`src/rtl/k_mul_issue.sv`:
```
// Issue stage for the Kyber coefficient-wise multiply path. It registers the
// operand products, tracks them through the fixed-latency reducer and buffers the results.
module k_mul_issue #(
  parameter int unsigned KQ         = 3329,
  parameter int unsigned REDU_LAT   = 4,
  parameter int unsigned FIFO_DEPTH = 8,
  parameter int unsigned IDX_W      = 8
) (
  input  logic             clk,
  input  logic             rst,
  input  logic             in_valid,
  output logic             in_ready,
  input  logic [11:0]      a_coef,
  input  logic [11:0]      b_coef,
  input  logic [IDX_W-1:0] in_idx,
  output logic [23:0]      prod_out,
  input  logic [11:0]      redu_result,
  output logic             out_valid,
  input  logic             out_ready,
  output logic [11:0]      out_data,
  output logic [IDX_W-1:0] out_idx,
  output logic             range_err,
  output logic             busy
);

  localparam int unsigned PipeD = REDU_LAT + 1;
  localparam int unsigned PtrW  = $clog2(FIFO_DEPTH);
  localparam int unsigned CntW  = PtrW + 1;
  localparam int unsigned FlyW  = $clog2(PipeD + 1);
  localparam logic [11:0] KqW   = 12'(KQ);

  logic [23:0]      prod_q;
  logic [PipeD-1:0] vld_q;
  logic [IDX_W-1:0] idx_q [PipeD];
  logic [FlyW-1:0]  inflight_q, inflight_d;
  logic [CntW-1:0]  cnt_q, cnt_d;
  logic [PtrW-1:0]  wptr_q, rptr_q;
  logic             range_err_q;
  logic [11:0]      data_mem [FIFO_DEPTH];
  logic [IDX_W-1:0] idx_mem [FIFO_DEPTH];

  logic accept, fifo_wr, fifo_pop, credit_ok;

  always_comb begin
    // Credits come from registered state only, so a pop frees a slot one cycle later.
    credit_ok = (32'(cnt_q) + 32'(inflight_q)) < FIFO_DEPTH;
    in_ready  = rst & credit_ok;
    accept    = in_valid & in_ready;
    fifo_wr   = vld_q[PipeD-1];
    out_valid = (cnt_q != '0);
    fifo_pop  = out_valid & out_ready;

    inflight_d = inflight_q;
    if (accept && !fifo_wr) begin
      inflight_d = inflight_q + FlyW'(1);
    end else if (!accept && fifo_wr) begin
      inflight_d = inflight_q - FlyW'(1);
    end

    cnt_d = cnt_q;
    if (fifo_wr && !fifo_pop) begin
      cnt_d = cnt_q + CntW'(1);
    end else if (!fifo_wr && fifo_pop) begin
      cnt_d = cnt_q - CntW'(1);
    end
  end

  always_ff @(posedge clk or negedge rst) begin
    if (!rst) begin
      prod_q      <= '0;
      vld_q       <= '0;
      for (int i = 0; i < int'(PipeD); i++) idx_q[i] <= '0;
      inflight_q  <= '0;
      cnt_q       <= '0;
      wptr_q      <= '0;
      rptr_q      <= '0;
      range_err_q <= 1'b0;
    end else begin
      if (accept) begin
        prod_q <= {12'd0, a_coef} * {12'd0, b_coef};
        if (a_coef >= KqW || b_coef >= KqW) range_err_q <= 1'b1;
      end
      // The tracking pipe mirrors the reducer and shifts every cycle.
      vld_q    <= {vld_q[PipeD-2:0], accept};
      idx_q[0] <= in_idx;
      for (int i = 1; i < int'(PipeD); i++) idx_q[i] <= idx_q[i-1];
      inflight_q <= inflight_d;
      cnt_q      <= cnt_d;
      if (fifo_wr)  wptr_q <= wptr_q + PtrW'(1);
      if (fifo_pop) rptr_q <= rptr_q + PtrW'(1);
    end
  end

  always_ff @(posedge clk) begin
    if (fifo_wr) begin
      data_mem[wptr_q] <= redu_result;
      idx_mem[wptr_q]  <= idx_q[PipeD-1];
    end
  end

  always_comb begin
    prod_out  = prod_q;
    out_data  = data_mem[rptr_q];
    out_idx   = idx_mem[rptr_q];
    range_err = range_err_q;
    busy      = (inflight_q != '0) || (cnt_q != '0);
  end

  fifo_no_overflow_a: assert property (@(posedge clk) disable iff (!rst)
    !(fifo_wr && cnt_q == CntW'(FIFO_DEPTH)));

endmodule
```
`config.mk`:
```
export PLATFORM = sky130hd
export DESIGN_NAME = k_mul_issue
export DESIGN_NICKNAME = d
export VERILOG_FILES = /design/src/rtl/k_mul_issue.sv
export SDC_FILE = /design/constraint.sdc
export NUM_CORES = 1
export LEC_CHECK = 0
export CORE_MARGIN = 2
export CORE_UTILIZATION = 35
export DETAILED_ROUTE_END_ITERATION = 10
export GPL_TIMING_DRIVEN = 0
export PLACE_DENSITY = 0.58
export SLEW_MARGIN = 20
export SYNTH_ARGS = -nofsm -noshare
export SYNTH_HDL_FRONTEND = slang
export SYNTH_SLANG_ARGS = --single-unit
export TNS_END_PERCENT = 30
```
`constraint.sdc`:
```
create_clock -name clk -period 2.9 [get_ports clk]
set_input_delay 0.29 -clock clk [delete_from_list [all_inputs] [get_ports clk]]
set_output_delay 0.29 -clock clk [all_outputs]
set_load 0.1 [all_outputs]
```
==> metrics.md, run 1 <==
| Metric | Value |
|---|---|
| Worst EP arrival | 4.73 ns |
| Most frequent cell after synthesis | edfxtp_1 |
| Register Area | 6880 sq um |
| Synthesized area | 13700 sq um |
| Hold Crit Depth | 3 |
| GP Congestion | 0.807 |
| Critical path's top delay family | adder cells |
| Area delta synth->final | 32.7% |
| Via count | 8670 |
| Metal3 WL | 1640 um |
| Placed cell count | 1658 |
| Slew margin rel. | 26.3% |
| First-pass GRT wire length | 50300 um |
| Vias/cell | 4.81 |
| Final Max Tran Viols | 0 |
| Max clock buf depth | 3 |
| Failing checks | negative setup slack |
| Post-synth top area share | 35.0% |
| Multi-input logic area | 6780 sq um |
| Fill cell count | 3507 |
| DIE AREA | 40900 sq um |
| Avg WL per Cell | 17.7 um |
| Die Width | 202 um |
| Final Hold Vio Count | 0 |
| Synthesis-stage register bit count | 243 |
| Final period util | 149% |
| Worst Max-Slew Pin Slew | 1.10 ns |
| WL met1 | 14400 um |
| WL met2 | 15300 um |
| Main synth FF type | edfxtp_1 |
| Post-synthesis cell type count | 55 |
| Hold Crit Start | b_coef[0] |
| Sequential cell area fraction in the yosys report | 50.1% |
| Startpoint types | input pin |
| Initial core utilization | 35.5% |
| Top cells by area, synth | edfxtp_1 (35%), dfrtp_1 (15%), fa_1 (15%), mux4_2 (6.6%), ha_1 (6.4%) |
| Worst Hold Path EP | prod_out[0] |
| Worst-Skew Late Latency | 0.56 ns |
| CP endpoint kind | flip-flop |
| Vias in the first global route | 9033 |
| Avg Cell Area, Syn | 13.3 sq um |
| Post-Synthesis Cells | 1034 |
| Row cnt | 72 |
| Total Routing Usage GR | 15.9% |
| Syn nets | 1254 |
| Total CTS buffers | 28 |
| WP data required | 3.33 ns |
| Clock skew | 0.0291 ns |
| EDFF count, synth | 160 |
| Worst reg2reg path depth | 12 |
| Synth cell count leaders | edfxtp_1 (160), nand2_1 (143), inv_1 (139) |
| Non-filler cells, final | 1804 |
| TritonCTS clock tree | built |
| End of the worst register-to-register path | inflight_q[2] |
| Max-cap violations | 0 |
| Top layer reached by signal wires | met4 |
| CP Cell Sequence | buf_6 -> buf_8 -> and2_4 -> fa_1 -> fa_1 -> fa_1 -> fa_1 -> inv_1 -> fa_1 -> inv_2 -> ha_4 -> and3_4 -> nand4_1 -> buf_4 -> o31ai_4 -> nor2_1 -> a211o_1 |
| RSZ-0062 raised after global routing | true |
| HP Class | input pin to flip-flop |
| Clock root buffer | clkbuf_16 |
| Antenna Cells | 0 |
| Initial antenna violation count | 0 |
| Pin count of the biggest net entering global routing | 60 |
| CP Max Fanout | 6 |
| Final Critical Period | 4.31 ns |
| Core box area | 38700 sq um |
| Buf+Inv Stages, Crit Path | 5 |
| Chip height | 202 um |
| CP Class | input pin to flip-flop |
| IO Port Bufs | 95 |
| Antenna-violating nets left | 0 |
| Routed Wire Length | 31800 um |
| Congestion Overflow GR | 0 |
| Share of layout cells above drive strength 1 | 32.2% |
| I/O pins | 96 |
| Post-synth top area cell | edfxtp_1 |
| Clock sinks | 243 |
| Peak per-stage delay on the critical path | 0.57 ns |
| Asr flop ratio synth | 34.2% |
| FMAX | 232 MHz |
| Reg2reg setup slack | 0.19 ns |
| Layout Nets | 1484 |
| CTS H-tree lvls | 1 |
| Setup violations, final | 39 |
| Hpwl dp | 22000 um |
| Most common cell on crit path | fa_1 |
| Outcome | finished with violations |
| Critical-path top delay cell | fa_1 |
| Reg-to-reg startpoint | inflight_q[1] |
| Initial DRC Count | 429 |
| Setup ws final | -1.41 ns |
| Clock-pin slew on the worst setup and hold paths | 0.06 ns |
| Synthesis warning total | 0 |
| DRC | 0 |
| Drt pass-1 iters | 5 |
==> layer usage <==
metal | GRT usage (%) | up-vias
met5 | 0 | -
met4 | 2.71 | 0
met2 | 26.0 | 177
met3 | 2.93 | 36
met1 | 22.5 | 4498
li1 | - | 3959
==> logic make-up (layout without fill, tap and decap cells) <==
| family | count (synthesis) | after routing | synth area share [%] |
|---|---|---|---|
| AOI/OAI and AO/OA | 79 | 79 | 3.93 |
| xor gates and xnor gates | 26 | 26 | 1.66 |
| adders and majority gates | 172 | 172 | 21.2 |
| buffers and inverters | 186 | 438 | 5.41 |
| DFF | 243 | 243 | 50.1 |
| muxes | 66 | 66 | 8.68 |
| and+or+nand+nor | 262 | 262 | 9.01 |
==> cell usage in the layout, fill, tap and decap left out, types with 28 or more instances in the layout <==
master             n
and2_1            34
buf_4             84
buf_6             28
clkbuf_16         31
clkdlybuf4s50_1   47
dfrtp_1           82
edfxtp_1         160
fa_1              90
ha_1              54
inv_1            118
mux4_2            40
nand2_1          128
==> per-stage QoR <==
stage / setup WS [ns] / TNS, ns / cell area (sq um) / util (%) / hold WS (ns)
2_1_floorplan: -1.54 / -22.95 / 14100 / - / -0.00559
3_3_place_gp: -3.20 / -276.12 / 15700 / 40.6 / 0.333
3_5_place_dp: -2.64 / -47.77 / 16000 / 41.3 / 0.178
4_1_cts: -1.45 / -27.53 / 17900 / 46.1 / 0.138
5_1_grt: -1.52 / -31.24 / 18200 / 47.1 / 0.0358
6_report: -1.41 / -26.21 / 18200 / 47.1 / 0.0156
==> worst max-delay path by stage <==
stage                   start             to  slack [ns]  depth (start not counted)
floorplan           b_coef[8]   prod_out[15]       -1.54                         17
global placement          rst  inflight_q[2]       -3.20                         10
detailed placement  b_coef[5]   prod_out[15]       -2.64                         19
CTS                 a_coef[5]   prod_out[21]       -1.45                         18
global route        b_coef[9]   prod_out[21]       -1.52                         18
finish              b_coef[6]   prod_out[21]       -1.41                         17
==> tightest hold or removal path, delay by kind of cell <==
| kind | cells | cell delay (ns) |
|---|---|---|
| and+or+nand+nor | 2 | 0.14 |
| buffers and inverters | 1 | 0.12 |
==> registers in the layout, indices dropped and copies added, names as in the netlist <==
register    flops
data_mem       96
idx_mem        64
idx_q          40
prod_out       24
vld_q           5
cnt_q           4
inflight_q      3
rptr_q          3
wptr_q          3
range_err       1
==> area by class of cell <==
| cell class | count | area share, % |
|---|---|---|
| tap | 518 | 3.55 |
| buffer | 44 | 2.81 |
| clock buffer | 42 | 4.35 |
| inverter | 139 | 2.86 |
| timing repair buffer | 203 | 11.0 |
| clock inverter | 10 | 0.473 |
| multi-input combinational | 605 | 37.2 |
| sequential | 243 | 37.7 |
==> what timing repair did <==
action                                  CTS  global route
endpoints found under the setup margin   45            42
resized for setup                       262            79
hold buffers                              1             0
endpoints found under the hold margin    83             0
pin swaps                                86            74
buffers inserted                         77            21
cloned                                    0             0
Power of run 1 is not shown: default switching activity piles up to over one toggle a cycle in this logic, so the estimate is an artifact.
==> run 2, diff against run 1 <==
--- a/config.mk
+++ b/config.mk
@@ -5,11 +5,12 @@
 export SDC_FILE = /design/constraint.sdc
 export NUM_CORES = 1
 export LEC_CHECK = 0
+export ABC_AREA = 1
 export CORE_MARGIN = 2
-export CORE_UTILIZATION = 35
+export CORE_UTILIZATION = 45
 export DETAILED_ROUTE_END_ITERATION = 10
 export GPL_TIMING_DRIVEN = 0
-export PLACE_DENSITY = 0.58
+export PLACE_DENSITY = 0.7
 export SLEW_MARGIN = 20
 export SYNTH_ARGS = -nofsm -noshare
 export SYNTH_HDL_FRONTEND = slang
==> run 2 against run 1 <==
  * Non-clock buffer count decreased by 27
  * The run still ends with negative setup slack left
  * Routed wire length increased by 1.7%
  * Largest cell class unchanged
  * Count of clock-buffer cells in the layout decreased by 12
  * Worst hold slack improved by 0.087 ns
  * Clock skew decreased by 0.0074 ns
==> metrics.md, run 2 <==
| Metric | Value |
|---|---|
| Setup violations, final | 35 (was 39) |
| Avg Cell Area, Syn | 9.96 sq um (was 13.3 sq um) |
| Sequential cell area fraction in the yosys report | 48.6% (was 50.1%) |
| Clock skew | 0.0217 ns (was 0.0291 ns) |
| Congestion Overflow GR | 0 (unchanged) |
| Pin count of the biggest net entering global routing | 54 (was 60) |
| End of the worst register-to-register path | inflight_q[2] (unchanged) |
| Post-synthesis cell type count | 39 (was 55) |
| Worst Max-Slew Pin Slew | 1.09 ns (was 1.10 ns) |
| Max-cap violations | 0 (unchanged) |
| Reg with most FFs | data_mem (unchanged) |
| Worst setup path start | b_coef[6] (unchanged) |
| HP Class | input pin to flip-flop (unchanged) |
| Synthesis warning total | 0 (unchanged) |
| Share of layout cells above drive strength 1 | 21.7% (was 32.2%) |
| EDFF count, synth | 160 (unchanged) |
| Vias/cell | 5.07 (was 4.81) |
| Row cnt | 64 (was 72) |
| Total Routing Usage GR | 20.5% (was 15.9%) |
| Final Max Tran Viols | 0 (unchanged) |
| Main synth FF type | edfxtp_1 (unchanged) |
| Max clock buf depth | 3 (unchanged) |
| Worst-Skew Late Latency | 0.52 ns (was 0.56 ns) |
| Post-synth top area cell | edfxtp_1 (unchanged) |
| WP data required | 3.29 ns (was 3.33 ns) |
| Avg WL per Cell | 16.0 um (was 17.7 um) |
| Synth cell count leaders | nand2_1 (301), inv_1 (232), nor2_1 (181) (was edfxtp_1 (160), nand2_1 (143), inv_1 (139)) |
| Most frequent cells in the layout | nand2_1 (243), inv_1 (207), nor2_1 (164) (was edfxtp_1 (160), nand2_1 (128), inv_1 (118)) |
| Area delta synth->final | 27.6% (was 32.7%) |
| CP Class | input pin to flip-flop (unchanged) |
| Routed Wire Length | 32400 um (was 31800 um) |
| Top cells by area, synth | edfxtp_1 (34%), dfrtp_1 (15%), fa_1 (14%), nand2_1 (8.0%), ha_1 (6.2%) (was edfxtp_1 (35%), dfrtp_1 (15%), fa_1 (15%), mux4_2 (6.6%), ha_1 (6.4%)) |
| Initial DRC Count | 729 (was 429) |
| Antenna-violating nets left | 0 (unchanged) |
| Commonest non-fill, non-tap cell in the layout | nand2_1 (was edfxtp_1) |
| Synthesized area | 14100 sq um (was 13700 sq um) |
| CP Capture Point | prod_out[17] (was prod_out[21]) |
| Startpoint types | input pin (unchanged) |
| GP Congestion | 0.876 (was 0.807) |
| Clock-pin slew on the worst setup and hold paths | 0.06 ns (about the same) |
| Max reg flops | 96 (unchanged) |
| Worst EP arrival | 4.36 ns (was 4.73 ns) |
| Top Registers | data_mem: 96 flops, idx_mem: 64 flops, idx_q: 40 flops (unchanged) |
| Placed cell count | 1917 (was 1658) |
| Total CTS buffers | 24 (was 28) |
| Synthesis-stage register bit count | 243 (unchanged) |
| Layout Nets | 1829 (was 1484) |
| First-pass GRT wire length | 54000 um (was 50300 um) |
| Die Width | 181 um (was 202 um) |
| Clock root buffer | clkbuf_16 (unchanged) |
| CP Max Fanout | 4 (was 6) |
| Final Critical Period | 3.97 ns (was 4.31 ns) |
| Via count | 10271 (was 8670) |
| Syn nets | 1640 (was 1254) |
| Initial antenna violation count | 1 (was 0) |
| Post-Synthesis Cells | 1420 (was 1034) |
| Dpl ws | -2.16 ns (was -2.64 ns) |
| I/O pins | 96 (unchanged) |
| Final period util | 137% (was 149%) |
| Failing checks | negative setup slack (unchanged) |
| CP endpoint kind | flip-flop (unchanged) |
| CTS H-tree lvls | 1 (unchanged) |
| Hpwl dp | 23100 um (was 22000 um) |
| Vias in the first global route | 10564 (was 9033) |
| FMAX | 252 MHz (was 232 MHz) |
| Hold WS | 0.103 ns (was 0.0156 ns) |
| Reg2reg setup slack | 0.32 ns (was 0.19 ns) |
| Reg-to-reg startpoint | cnt_q[1] (was inflight_q[1]) |
| Initial core utilization | 46.0% (was 35.5%) |
| DIE AREA | 32900 sq um (was 40900 sq um) |
| Outcome | finished with violations (unchanged) |
| Most frequent cell after synthesis | nand2_1 (was edfxtp_1) |
| Chip height | 181 um (was 202 um) |
| IO Port Bufs | 95 (unchanged) |
| Drt pass-1 iters | 5 (unchanged) |
| TritonCTS clock tree | built (unchanged) |
| Clock sinks | 243 (unchanged) |
| Post-synth top area share | 34.0% (was 35.0%) |
| Core box area | 30700 sq um (was 38700 sq um) |
| Worst reg2reg path depth | 13 (was 12) |
| Non-filler cells, final | 2024 (was 1804) |
| Slew margin rel. | 26.8% (was 26.3%) |
| Setup ws final | -1.07 ns (was -1.41 ns) |
| RSZ-0062 raised after global routing | true (unchanged) |
| Asr flop ratio synth | 34.2% (unchanged) |
| DRC | 0 (unchanged) |
| Final Hold Vio Count | 0 (unchanged) |
==> run 2: what timing repair did <==
action / in CTS / in global routing
endpoints found under the hold margin: 30 / 0
gates resized for setup: 292 / 50
setup buffers: 55 / 1
setup endpoints to repair: 42 / 40
pin swaps: 47 / 35
cloned: 5 / 0
hold buffers: 1 / 0
==> run 2: logic make-up (layout without fill, tap and decap cells) <==
group | count (synthesis) | after routing | synth area share, %
mux | 1 | 1 | 0.0796
compound gates | 160 | 160 | 6.24
fa+ha+maj | 172 | 172 | 20.6
xor+xnor | 18 | 18 | 1.11
buf+inv | 293 | 500 | 8.25
simple gates | 533 | 533 | 15.1
flops | 243 | 243 | 48.6
other cells | 0 | 1 | 0
==> run 2: area by class of cell <==
type                       count  area (sq um)
fill                        2470         12700
buffer                        57           621
multi-input combinational    884          6800
timing repair buffer         163          1580
antenna                        1          2.50
inverter                     236           893
sequential                   243          6880
tap                          396           495
clock inverter                14           148
clock buffer                  30           633
==> run 2: worst min-delay path by stage <==
stage / startpoint / endpoint / slack, ns / cells past startpoint
6_report: a_coef[0] / prod_out[0] / 0.10 / 3
5_1_grt: a_coef[0] / prod_out[0] / 0.11 / 3
4_1_cts: a_coef[0] / prod_out[0] / 0.1 / 3
3_5_place_dp: rst / idx_q[3] / 0.25 / 1
3_3_place_gp: idx_q[35] / idx_q[27] / 0.33 / 0
2_1_floorplan: rst / cnt_q[0] / -0.006 / 0
==> run 2: worst max-delay path: stages <==
cell,delay [ns]
buf_12,0.10
clkbuf_16,0.15
nand2_4,0.05
inv_2,0.03
fa_1,0.57
fa_1,0.45
fa_1,0.51
fa_1,0.55
inv_2,0.04
fa_1,0.51
inv_2,0.05
ha_4,0.26
nand2_4,0.11
inv_4,0.05
a21oi_4,0.18
nor2_1,0.06
nor2_1,0.12
nand3b_1,0.11
nand3_2,0.10
nand2_1,0.05
==> run 2: metal layers <==
metal / vias to the layer above / share of wire [%] / GRT usage [%]
li1: 4887 / - / -
met4: 0 / 3.0 / 6.05
met3: 68 / 5.8 / 2.76
met2: 336 / 48 / 35.3
met5: - / 0 / 0
met1: 4980 / 43 / 27.3
==> run 2: through the flow <==
step	util, %	setup TNS, ns	area (sq um)
floorplan	-	-18.72	14600
global placement	52.3	-170.79	16100
detailed placement	52.7	-40.52	16200
CTS	58.2	-21.64	17900
global route	58.7	-25.70	18100
finish	58.7	-21.09	18100
Power of run 2 is left out for the same reason.
